`config.mk`:
```
export PLATFORM = sky130hd
export DESIGN_NAME = mc_control
export DESIGN_NICKNAME = d
export VERILOG_FILES = /design/src/rtl/mc_control.sv
export SDC_FILE = /design/constraint.sdc
export NUM_CORES = 1
export LEC_CHECK = 0
export ABC_CLOCK_PERIOD_IN_PS = 2600
export CORE_MARGIN = 1
export CORE_UTILIZATION = 49
export CTS_CLUSTER_SIZE = 16
export DETAILED_ROUTE_END_ITERATION = 8
export PLACE_DENSITY = 0.81
export SYNTH_ARGS = -nofsm -noshare
export SYNTH_HDL_FRONTEND = slang
export SYNTH_SLANG_ARGS = --single-unit
```
`constraint.sdc`:
```
create_clock -name clk -period 2.6 [get_ports clk]
set_input_delay 0.78 -clock clk [delete_from_list [all_inputs] [get_ports clk]]
set_output_delay 0.78 -clock clk [all_outputs]
set_load 0.02 [all_outputs]
```
`src/rtl/mc_control.sv`:
```
// mc_control: multicycle control FSM sequencing fetch/decode/execute/memory/writeback,
// with a memory-handshake timeout and a retired-instruction counter.
module mc_control #(
    parameter int MEM_TIMEOUT = 255
) (
    input  logic        clk,
    input  logic        rst_n,
    input  logic [5:0]  op_i,
    input  logic [5:0]  funct_i,
    input  logic        mem_ack_i,
    output logic        mem_req_o,
    output logic        mem_we_o,
    output logic        iord_o,
    output logic        ir_we_o,
    output logic        pc_we_o,
    output logic        br_en_o,
    output logic        reg_we_o,
    output logic        regdst_o,
    output logic        memtoreg_o,
    output logic        alusrc_a_o,
    output logic [1:0]  alusrc_b_o,
    output logic [2:0]  alu_op_o,
    output logic [1:0]  ext_sel_o,
    output logic [1:0]  pc_src_o,
    output logic [2:0]  state_o,
    output logic        busy_o,
    output logic        err_o,
    output logic [31:0] instr_cnt_o
);
    typedef enum logic [2:0] {FETCH = 3'd0, DECODE = 3'd1, EXEC = 3'd2, MEM = 3'd3, WB = 3'd4, HALT = 3'd5} state_t;

    localparam logic [5:0] OP_R = 6'b000000, OP_ADDI = 6'b001000, OP_ANDI = 6'b001100, OP_ORI = 6'b001101,
                           OP_LW = 6'b100011, OP_SW = 6'b101011, OP_BEQ = 6'b000100, OP_J = 6'b000010,
                           OP_HALT = 6'b111111;
    localparam logic [7:0] TO_LAST = 8'(MEM_TIMEOUT - 1);

    state_t      state_q, state_d;
    logic        err_q, err_d, run_q;
    logic [31:0] cnt_q, cnt_d;
    logic [7:0]  wait_q, wait_d;
    logic        legal, unused_funct;
    logic [1:0]  ext;

    assign unused_funct = ^funct_i;
    assign legal = op_i inside {OP_R, OP_ADDI, OP_ANDI, OP_ORI, OP_LW, OP_SW, OP_BEQ, OP_J, OP_HALT};
    assign ext = (op_i == OP_ANDI || op_i == OP_ORI) ? 2'b11 : op_i == OP_BEQ ? 2'b01 : 2'b00;
    assign state_o = state_q;
    assign busy_o = state_q != HALT;
    assign err_o = err_q;
    assign instr_cnt_o = cnt_q;

    // run_q keeps every strobe low until the first clock edge after reset releases
    always_comb begin
        state_d = state_q;
        err_d = err_q;
        cnt_d = cnt_q;
        mem_req_o = 1'b0;
        mem_we_o = 1'b0;
        iord_o = 1'b0;
        ir_we_o = 1'b0;
        pc_we_o = 1'b0;
        br_en_o = 1'b0;
        reg_we_o = 1'b0;
        regdst_o = 1'b0;
        memtoreg_o = 1'b0;
        alusrc_a_o = 1'b0;
        alusrc_b_o = 2'b00;
        alu_op_o = 3'b000;
        ext_sel_o = 2'b00;
        pc_src_o = 2'b00;
        if (run_q) begin
            case (state_q)
                FETCH: begin
                    mem_req_o = 1'b1;
                    alusrc_b_o = 2'b01;
                    if (mem_ack_i) begin
                        ir_we_o = 1'b1;
                        pc_we_o = 1'b1;
                        state_d = DECODE;
                    end else if (wait_q == TO_LAST) begin
                        state_d = HALT;
                        err_d = 1'b1;
                    end
                end
                DECODE: begin
                    ext_sel_o = ext;
                    if (op_i == OP_J) begin
                        pc_we_o = 1'b1;
                        pc_src_o = 2'b10;
                        cnt_d = cnt_q + 32'd1;
                        state_d = FETCH;
                    end else if (!legal || op_i == OP_HALT) begin
                        err_d = !legal;
                        state_d = HALT;
                    end else begin
                        state_d = EXEC;
                    end
                end
                EXEC: begin
                    ext_sel_o = ext;
                    alusrc_a_o = 1'b1;
                    if (op_i == OP_BEQ) begin
                        alu_op_o = 3'b001;
                        br_en_o = 1'b1;
                        pc_src_o = 2'b01;
                        cnt_d = cnt_q + 32'd1;
                        state_d = FETCH;
                    end else begin
                        alusrc_b_o = op_i == OP_R ? 2'b00 : 2'b10;
                        alu_op_o = op_i == OP_R ? 3'b100 : op_i == OP_ANDI ? 3'b010 : op_i == OP_ORI ? 3'b011 : 3'b000;
                        state_d = (op_i == OP_LW || op_i == OP_SW) ? MEM : WB;
                    end
                end
                MEM: begin
                    ext_sel_o = ext;
                    mem_req_o = 1'b1;
                    iord_o = 1'b1;
                    mem_we_o = op_i == OP_SW;
                    if (mem_ack_i) begin
                        cnt_d = op_i == OP_SW ? cnt_q + 32'd1 : cnt_q;
                        state_d = op_i == OP_SW ? FETCH : WB;
                    end else if (wait_q == TO_LAST) begin
                        state_d = HALT;
                        err_d = 1'b1;
                    end
                end
                WB: begin
                    ext_sel_o = ext;
                    reg_we_o = 1'b1;
                    regdst_o = op_i == OP_R;
                    memtoreg_o = op_i == OP_LW;
                    cnt_d = cnt_q + 32'd1;
                    state_d = FETCH;
                end
                HALT: ;
                default: begin
                    state_d = HALT;
                    err_d = 1'b1;
                end
            endcase
        end
        wait_d = (mem_req_o && !mem_ack_i && state_d == state_q) ? wait_q + 8'd1 : 8'd0;
    end

    always_ff @(posedge clk or negedge rst_n) begin
        if (!rst_n) begin
            state_q <= FETCH;
            err_q <= 1'b0;
            cnt_q <= 32'd0;
            wait_q <= 8'd0;
            run_q <= 1'b0;
        end else begin
            state_q <= state_d;
            err_q <= err_d;
            cnt_q <= cnt_d;
            wait_q <= wait_d;
            run_q <= 1'b1;
        end
    end
endmodule

```
* Word level (Yosys, flattened, before mapping) *
Index checks and enable logic that the tools add are counted.
W data, S select, Z words.

word-level totals
  bits in registers = 45
  bits of input ports = 15
  output and inout port bits = 56
  word-level logic and storage cells = 109

operators by class
  $add $sub $neg = 2
  eq/ne operators = 24
  muxes and demuxes = 61
  bitwise operators = 1
  reduce and logical (&&, ||, !) cells = 16

operators with widths
  operator                 number
  $mux W32                 4
  $pmux W32 S4             1
  $mux W3                  13
  $add A32 B1 Y32 const B  1
  $mux W1                  27
  $mux W2                  10
  $eq A6 B4 Y1 const B     3
  $eq A6 B6 Y1 const B     3
  $pmux W3 S6              1
  $ne A2 B2 Y1 const B     7
  $reduce_and A6 Y1        2
  $reduce_bool A9 Y1       1
  $add A8 B1 Y8 const B    1
  $eq A8 B8 Y1 const B     1
  $mux W8                  1
  $pmux W2 S2              2
  $eq A3 B2 Y1 const B     2
  $eq A3 B3 Y1 const B     2
  $eq A6 B2 Y1 const B     1
  $eq A6 B3 Y1 const B     1
  $logic_not A6 Y1         1
  $reduce_bool A4 Y1       1
  $reduce_or A4 Y1         1
  $eq A3 B1 Y1 const B     1
  other kinds (12)         16

* Longest topological paths before layout *
Gate-level depths: netlist of run 1.

  depth after elaboration = 11
  gate-level depth with buffers = 8
  gate-level depth less buffers = 7

* Worst setup path before layout of run 1 *
Ideal clock, no wire load.

  path kind = register -> output
  start point = register state_q[1], in the netlist state_o[1]
  end point = output port pc_we_o
  data arrival time = 1.932 ns
  data required time = 1.820 ns
  path slack = -0.112 ns
  stages on the path, launching flop included = 5
  cells stage by stage = dfrtp_1 clkbuf_1 buf_1 nor4_1 or2_2

on the way
  longest elaborated chain between the ends = 3

RTL lines
  element                                                  line  RTL
  start: declaration                                       37    state_t state_q, state_d;
  start signal: assignment                                 153   state_q <= state_d;
  $eq A3 B1 Y1 / $logic_not A3 Y1 (equally long branches)  72    case (state_q)
  $pmux W1 S2 *                                            72
  $mux W1 *                                                71    if (run_q) begin
  end: declaration                                         15    output logic pc_we_o,

Every way passes the cells marked *; elsewhere a longest branch is shown, timed or not.

* Final worst setup path of run 1 *
  start point = register state_q[0], in the netlist state_o[0]
  end point = output port pc_we_o

The elaborated chain is that of the path after synthesis.

==> flow_summary.json, run 1 <==
{
  "yosysMostFrequentCell": "dfrtp_1",
  "final_nets": 406,
  "synth_flop_cell": "dfrtp_1",
  "clk_latency_ps": 290,
  "placed_cell_area_um2": 3679,
  "drv_slew": 0,
  "grt_max_degree": 46,
  "final_hold_viol_count": 0,
  "fin_ws_ps": 89.39,
  "cp_data_arrival_time_ps": 1730,
  "std_cell_rows": 26,
  "p_sw_mw": 0.3996,
  "regArea_um2": 1127,
  "seq_area_frac_synth_pct": 42.12,
  "syn_area_um2": 2674,
  "async_flop_share_pct": 100.0,
  "top_layer_used": "met4",
  "die_area_um2": 5756,
  "end_kind": "output port",
  "ys_warn_count": 0,
  "wl_met2_mm": 3.574,
  "critPathLaunchType": "flop",
  "io_buffer_count": 64,
  "total_power_mw": 1.495,
  "final_area_um2": 3844,
  "syn_nets": 301,
  "synth_edf_count": 0,
  "num_vias": 2544,
  "path_class": "reg2out",
  "power_density_nw_per_um2": 388.8,
  "dpl.cell_count": 446,
  "routed_wirelength_mm": 7.044,
  "p_leak_nw": 1.783,
  "outcome": "finished, final reports clean",
  "cts_buffers": 5,
  "fin_cells": 459,
  "gp_congestion": 0.8971,
  "synth_cells": 283,
  "pre_cts_ws_ps": -831.6,
  "grt_pass1_wl_mm": 11.30,
  "crit_fanout": 6,
  "power_frac_clock_pct": 31.6,
  "ctsHoldBuffers": 0,
  "fmax_ghz": 0.3983,
  "max-vdd-ir-drop_v": 0.0004771,
  "clkTransAtPathRegs_ps": 80,
  "drt.antenna.violating_nets": 0,
  "setup_viol": 0,
  "finalCriticalPeriod_ps": 2511,
  "fill_cells": 378,
  "fin_skew_ps": 3.627,
  "antennaDiodeCount": 0,
  "worst_slew_pin_slew_ps": 561.4,
  "place_hpwl_mm": 5.005,
  "crit_required_ps": 1820,
  "start_util_pct": 51.69,
  "synth_top_area_share_pct": 42.12,
  "htreeDepth": 2,
  "slew_headroom_pct": 62.58,
  "p_int_mw": 1.095,
  "synth.avg_cell_area_um2": 9.448,
  "synth.area.top_cells": "dfrtp_1, xnor2_1, xor2_1",
  "die_w_um": 75.87,
  "die_y_um": 75.87,
  "drt-met1-wl_mm": 3.095,
  "grt_pass1_vias": 2478,
  "area_growth_pct": 43.75,
  "post_drt_via_cell_ratio": 5.542,
  "avgRoutedWirePerCell_um": 15.35,
  "whs_ps": 470.1,
  "first_pass_iters": 5,
  "min_path_type": "reg2reg",
  "pin_count": 71,
  "overflow": 0,
  "synth_seq_cells": 45,
  "cts_buffer_depth": 2,
  "drv_cap": 0,
  "multi_input_area_um2": 1515,
  "drt_iter0_drc": 161,
  "grt_usage_pct": 25.88,
  "clock_sinks": 45,
  "core_region_area_um2": 5172,
  "yosysUniqueCellTypes": 54,
  "post-route-drc-count": 0,
  "yosysTopAreaCell": "dfrtp_1",
  "drive_above_1_share_pct": 25.96,
  "yosys-top-cells-count": "dfrtp_1, nand3_1, nor2_1, xnor2_1, xor2_1",
  "root_buffer": "clkbuf_8",
  "cts_tree": "yes",
  "rsz0062_at_grt": "false",
  "fin_crit_sh_pct": 96.56,
  "wl_met3_um": 334,
  "seqPwrFrac_pct": 50.6,
  "swShare_pct": 26.73,
  "comb_power_share_pct": 17.8,
  "antenna_found_initial": 0
}
[state kept, by name (all words and copies together) (netlist names)]
register,count
instr_cnt_o,32
wait_q,8
state_o,3
err_o,1
run_q,1
[power by group through the flow]
stage	Clock (mW)	Sequential [mW]	Combinational, mW
floorplan	0	0.802	0.0789
global placement	0	0.766	0.245
detailed placement	0	0.772	0.251
CTS	0.477	0.756	0.258
global route	0.505	0.763	0.289
finish	0.472	0.757	0.266
[cell families (layout without fill, tap and decap cells)]
logic type | count (synthesis) | count (layout) | share of synthesized area, %
compound gates | 30 | 30 | 8.283
xor+xnor | 38 | 38 | 12.45
fa+ha+maj | 3 | 3 | 1.404
buf+inv | 22 | 128 | 3.930
flops | 45 | 45 | 42.12
mux | 1 | 1 | 0.4211
other cells | 1 | 1 | 0.1402
simple gates | 143 | 143 | 31.26
[final cells by class]
cell class | instances | share of cell area [%]
multi-input cells | 216 | 39.42
clock inverters | 1 | 0.1302
inverters | 9 | 0.8789
flip-flops and latches | 45 | 29.33
well taps | 70 | 2.279
repair buffers | 111 | 25.46
clock buffers | 7 | 2.507
[metal layers]
layer / vias to the layer above / GRT usage [%]
met2: 78 / 45.43
met4: 0 / 5.761
li1: 1234 / -
met5: - / 0
met1: 1227 / 33.99
met3: 5 / 3.704
[metrics by stage]
stage | util [%] | setup TNS (ps)
finish | 74.31 | 0
global route | 74.31 | 0
CTS | 72.88 | -48.46
detailed placement | 71.12 | -20970
global placement | 71.12 | -19020
floorplan | - | 0
[worst max-delay path, cell delays in order (launching register included)]
cell	delay (ps)
dfrtp_1	450
buf_4	150
nor3b_1	380
and3_4	250
or2_4	110
buf_6	100
[path summary, 6_finish.rpt]
kind                                  from              end  slack (ps)  cells past startpoint
max                             state_o[0]          pc_we_o          90                      5
min                        instr_cnt_o[31]  instr_cnt_o[31]         470                      1
max reg2reg                     state_o[0]  instr_cnt_o[13]         520                      7
min reg2reg                instr_cnt_o[31]  instr_cnt_o[31]         470                      1
max in group asynchronous            rst_n       state_o[1]        1630                      2
min in group asynchronous            rst_n  instr_cnt_o[25]         560                      2
[repair_timing]
| item | 4_1_cts | 5_1_grt |
|---|---|---|
| buffers inserted | 3 | 2 |
| pin swaps | 6 | 7 |
| cloned | 0 | 0 |
| endpoints found under the setup margin | 35 | 23 |
| resized for setup | 92 | 20 |
[layout by cell type (no fill, tap or decap), drive strengths merged, types with 2 or more instances in the layout]
cell and n:
nor2b 2, a21oi 2, nor3 13, nor4b 2, nor4 17, nor2 19, clkbuf 10, dlymetal6s2s 3
inv 9, nand3 24, clkdlybuf4s50 37, nand4 11, or3 2, dlygate4sd2 3, nand2 17, ha 3
dfrtp 45, xor2 19, and2 4, o22a 2, o21ai 10, a21boi 3, nand2b 3, o211ai 2
and4 2, buf 65, xnor2 19, nor3b 6, or2 3, and3 14
Power figures use the tool's default switching activity.
==> run 2, diff against run 1 <==
Settings changed: CTS_BUF_LIST set to sky130_fd_sc_hd__clkbuf_16.
==> run 2 against run 1 <==
Routed wire length decreased by 0.40%. First-iteration DRC count grew 1.9%. Clock skew increased by 0.77 ps. Global-route usage grew 0.36 points. Power grew 7.4%. Die area stayed put. Sequential power hardly changed. Register-to-register slack better by 60 ps. Core utilization decreased by 0.36 points. Largest power group unchanged.
==> flow_summary.json, run 2 (same netlist as run 1, synthesis figures left out) <==
{
  "outcome": "finished, final reports clean",
  "comb_power_share_pct": 15.9,
  "worst_slew_pin_slew_ps": 564.6,
  "grt_pass1_vias": 2492,
  "start_util_pct": 51.69,
  "io_buffer_count": 64,
  "clock_sinks": 45,
  "grt_max_degree": 46,
  "whs_path_depth": 1,
  "drv_cap": 0,
  "cts_tree": "yes",
  "r2r_end": "wait_q[7]",
  "p_sw_mw": 0.4086,
  "top_layer_used": "met4",
  "critPathLaunchType": "primary input",
  "power_frac_clock_pct": 36.8,
  "path_class": "in2out",
  "final_cell_mix": "dfrtp_1, buf_4, clkdlybuf4s50_1",
  "max-vdd-ir-drop_v": 0.0003823,
  "die_y_um": 75.87,
  "die_area_um2": 5756,
  "dpl.cell_count": 446,
  "layout_commonest_cell": "dfrtp_1",
  "rr_startpoint": "wait_q[0]",
  "fin_skew_ps": 4.398,
  "final_nets": 403,
  "cp_data_arrival_time_ps": 1730,
  "drt.antenna.violating_nets": 0,
  "pin_count": 71,
  "r2r_cells": 8,
  "final_hold_viol_count": 0,
  "wl_met2_mm": 3.526,
  "die_w_um": 75.87,
  "p_leak_nw": 1.787,
  "fin_setup_tns_ps": 0,
  "routed_wirelength_mm": 7.016,
  "clk_latency_ps": 280,
  "post_drt_via_cell_ratio": 5.607,
  "wl_met3_um": 429,
  "hold_path.startpoint": "instr_cnt_o[31]",
  "gp_congestion": 0.8971,
  "first_pass_iters": 4,
  "crit_fanout": 5,
  "overflow": 0,
  "drive_above_1_share_pct": 24.35,
  "min_to": "instr_cnt_o[31]",
  "largest_reg_flops": 32,
  "area_growth_pct": 43.05,
  "min_path_type": "reg2reg",
  "antenna_found_initial": 0,
  "grt_usage_pct": 26.24,
  "cts_buffer_depth": 2,
  "num_vias": 2557,
  "cts_buffers": 5,
  "std_cell_rows": 26,
  "post-route-drc-count": 0,
  "rsz0062_at_grt": "false",
  "grt_pass1_wl_mm": 11.41,
  "end_kind": "output port",
  "fmax_ghz": 0.3984,
  "power_density_nw_per_um2": 419.6,
  "drt-met1-wl_mm": 2.976,
  "avgRoutedWirePerCell_um": 15.39,
  "antennaDiodeCount": 0,
  "clkTransAtPathRegs_ps": 60,
  "place_hpwl_mm": 5.005,
  "r2r_slack_ps": 580,
  "setup_viol": 0,
  "root_buffer": "clkbuf_16",
  "p_int_mw": 1.196,
  "htreeDepth": 2,
  "core_region_area_um2": 5172,
  "fin_cells": 456,
  "drt_iter0_drc": 164,
  "fin_crit_sh_pct": 96.53,
  "seqPwrFrac_pct": 47.3,
  "finalCriticalPeriod_ps": 2510,
  "crit_required_ps": 1820,
  "drv_slew": 0,
  "swShare_pct": 25.46,
  "ctsHoldBuffers": 0,
  "slew_headroom_pct": 62.36
}
## run 2: cell types whose count changed in the layout (fill, tap and decap cells not counted), sizes merged
cell | previous run | this run
buf | 65 | 62
clkbuf | 10 | 8
clkdlybuf4s50 | 37 | 36
clkinv | 1 | 3
dlymetal6s2s | 3 | 4
## run 2: how the worst max path moves through the flow
stage	slack [ps]	cells after the start	startpoint	to
5_1_grt	20	6	op_i[5]	ext_sel_o[0]
4_1_cts	-30	6	op_i[1]	pc_we_o
3_3_place_gp	-790	6	op_i[1]	pc_we_o
3_5_place_dp	-830	6	op_i[1]	pc_we_o
2_1_floorplan	20	5	op_i[4]	pc_we_o
6_report	90	6	op_i[5]	ext_sel_o[0]
## run 2: cell type report
type	instances	area [µm²]
Multi-Input combinational cell	216	1513
Fill cell	381	1348
Sequential cell	45	1126
Clock buffer	5	125.1
Tap cell	70	87.58
Inverter	9	33.78
Clock inverter	3	12.51
Timing Repair Buffer	108	927.1
## run 2: metal layers
metal / up-vias / track usage, %
li1: 1230 / -
met1: 1229 / 34.13
met2: 88 / 45.43
met3: 10 / 4.630
met4: 0 / 6.584
met5: - / 0
## run 2: metrics by stage
| stage | util, % | total power [mW] | setup WS, ps | instance area, µm² | hold slack [ps] |
|---|---|---|---|---|---|
| 3_5_place_dp | 71.12 | 1.023 | -831.6 | 3679 | 459.5 |
| 4_1_cts | 73.49 | 1.613 | -33.84 | 3801 | 471.1 |
| 6_report | 73.95 | 1.605 | 90.18 | 3825 | 466.4 |
| 5_1_grt | 73.95 | 1.673 | 17.32 | 3825 | 479.2 |
| 2_1_floorplan | - | 0.8806 | 24.51 | 2686 | 481.2 |
| 3_3_place_gp | 71.12 | 1.011 | -792.8 | 3679 | 458.8 |
## run 2: critical path: stages
cell and delay, ps:
buf_2 130, buf_6 130, nor3_4 250, o211ai_1 160
nor2_1 130, buf_4 150
## run 2: what timing repair did
action / in CTS / in global routing
endpoints found under the setup margin: 36 / 24
pin swaps: 5 / 6
setup buffers: 1 / 1
gates resized for setup: 89 / 20
## run 2: power by group through the flow
| stage | sequential [mW] | clock [mW] | combinational (mW) |
|---|---|---|---|
| after global placement | 0.766 | 0 | 0.245 |
| final | 0.759 | 0.591 | 0.255 |
| after floorplan | 0.802 | 0 | 0.0789 |
| after global routing | 0.762 | 0.630 | 0.282 |
| after detailed placement | 0.772 | 0 | 0.251 |
| after CTS | 0.759 | 0.601 | 0.254 |
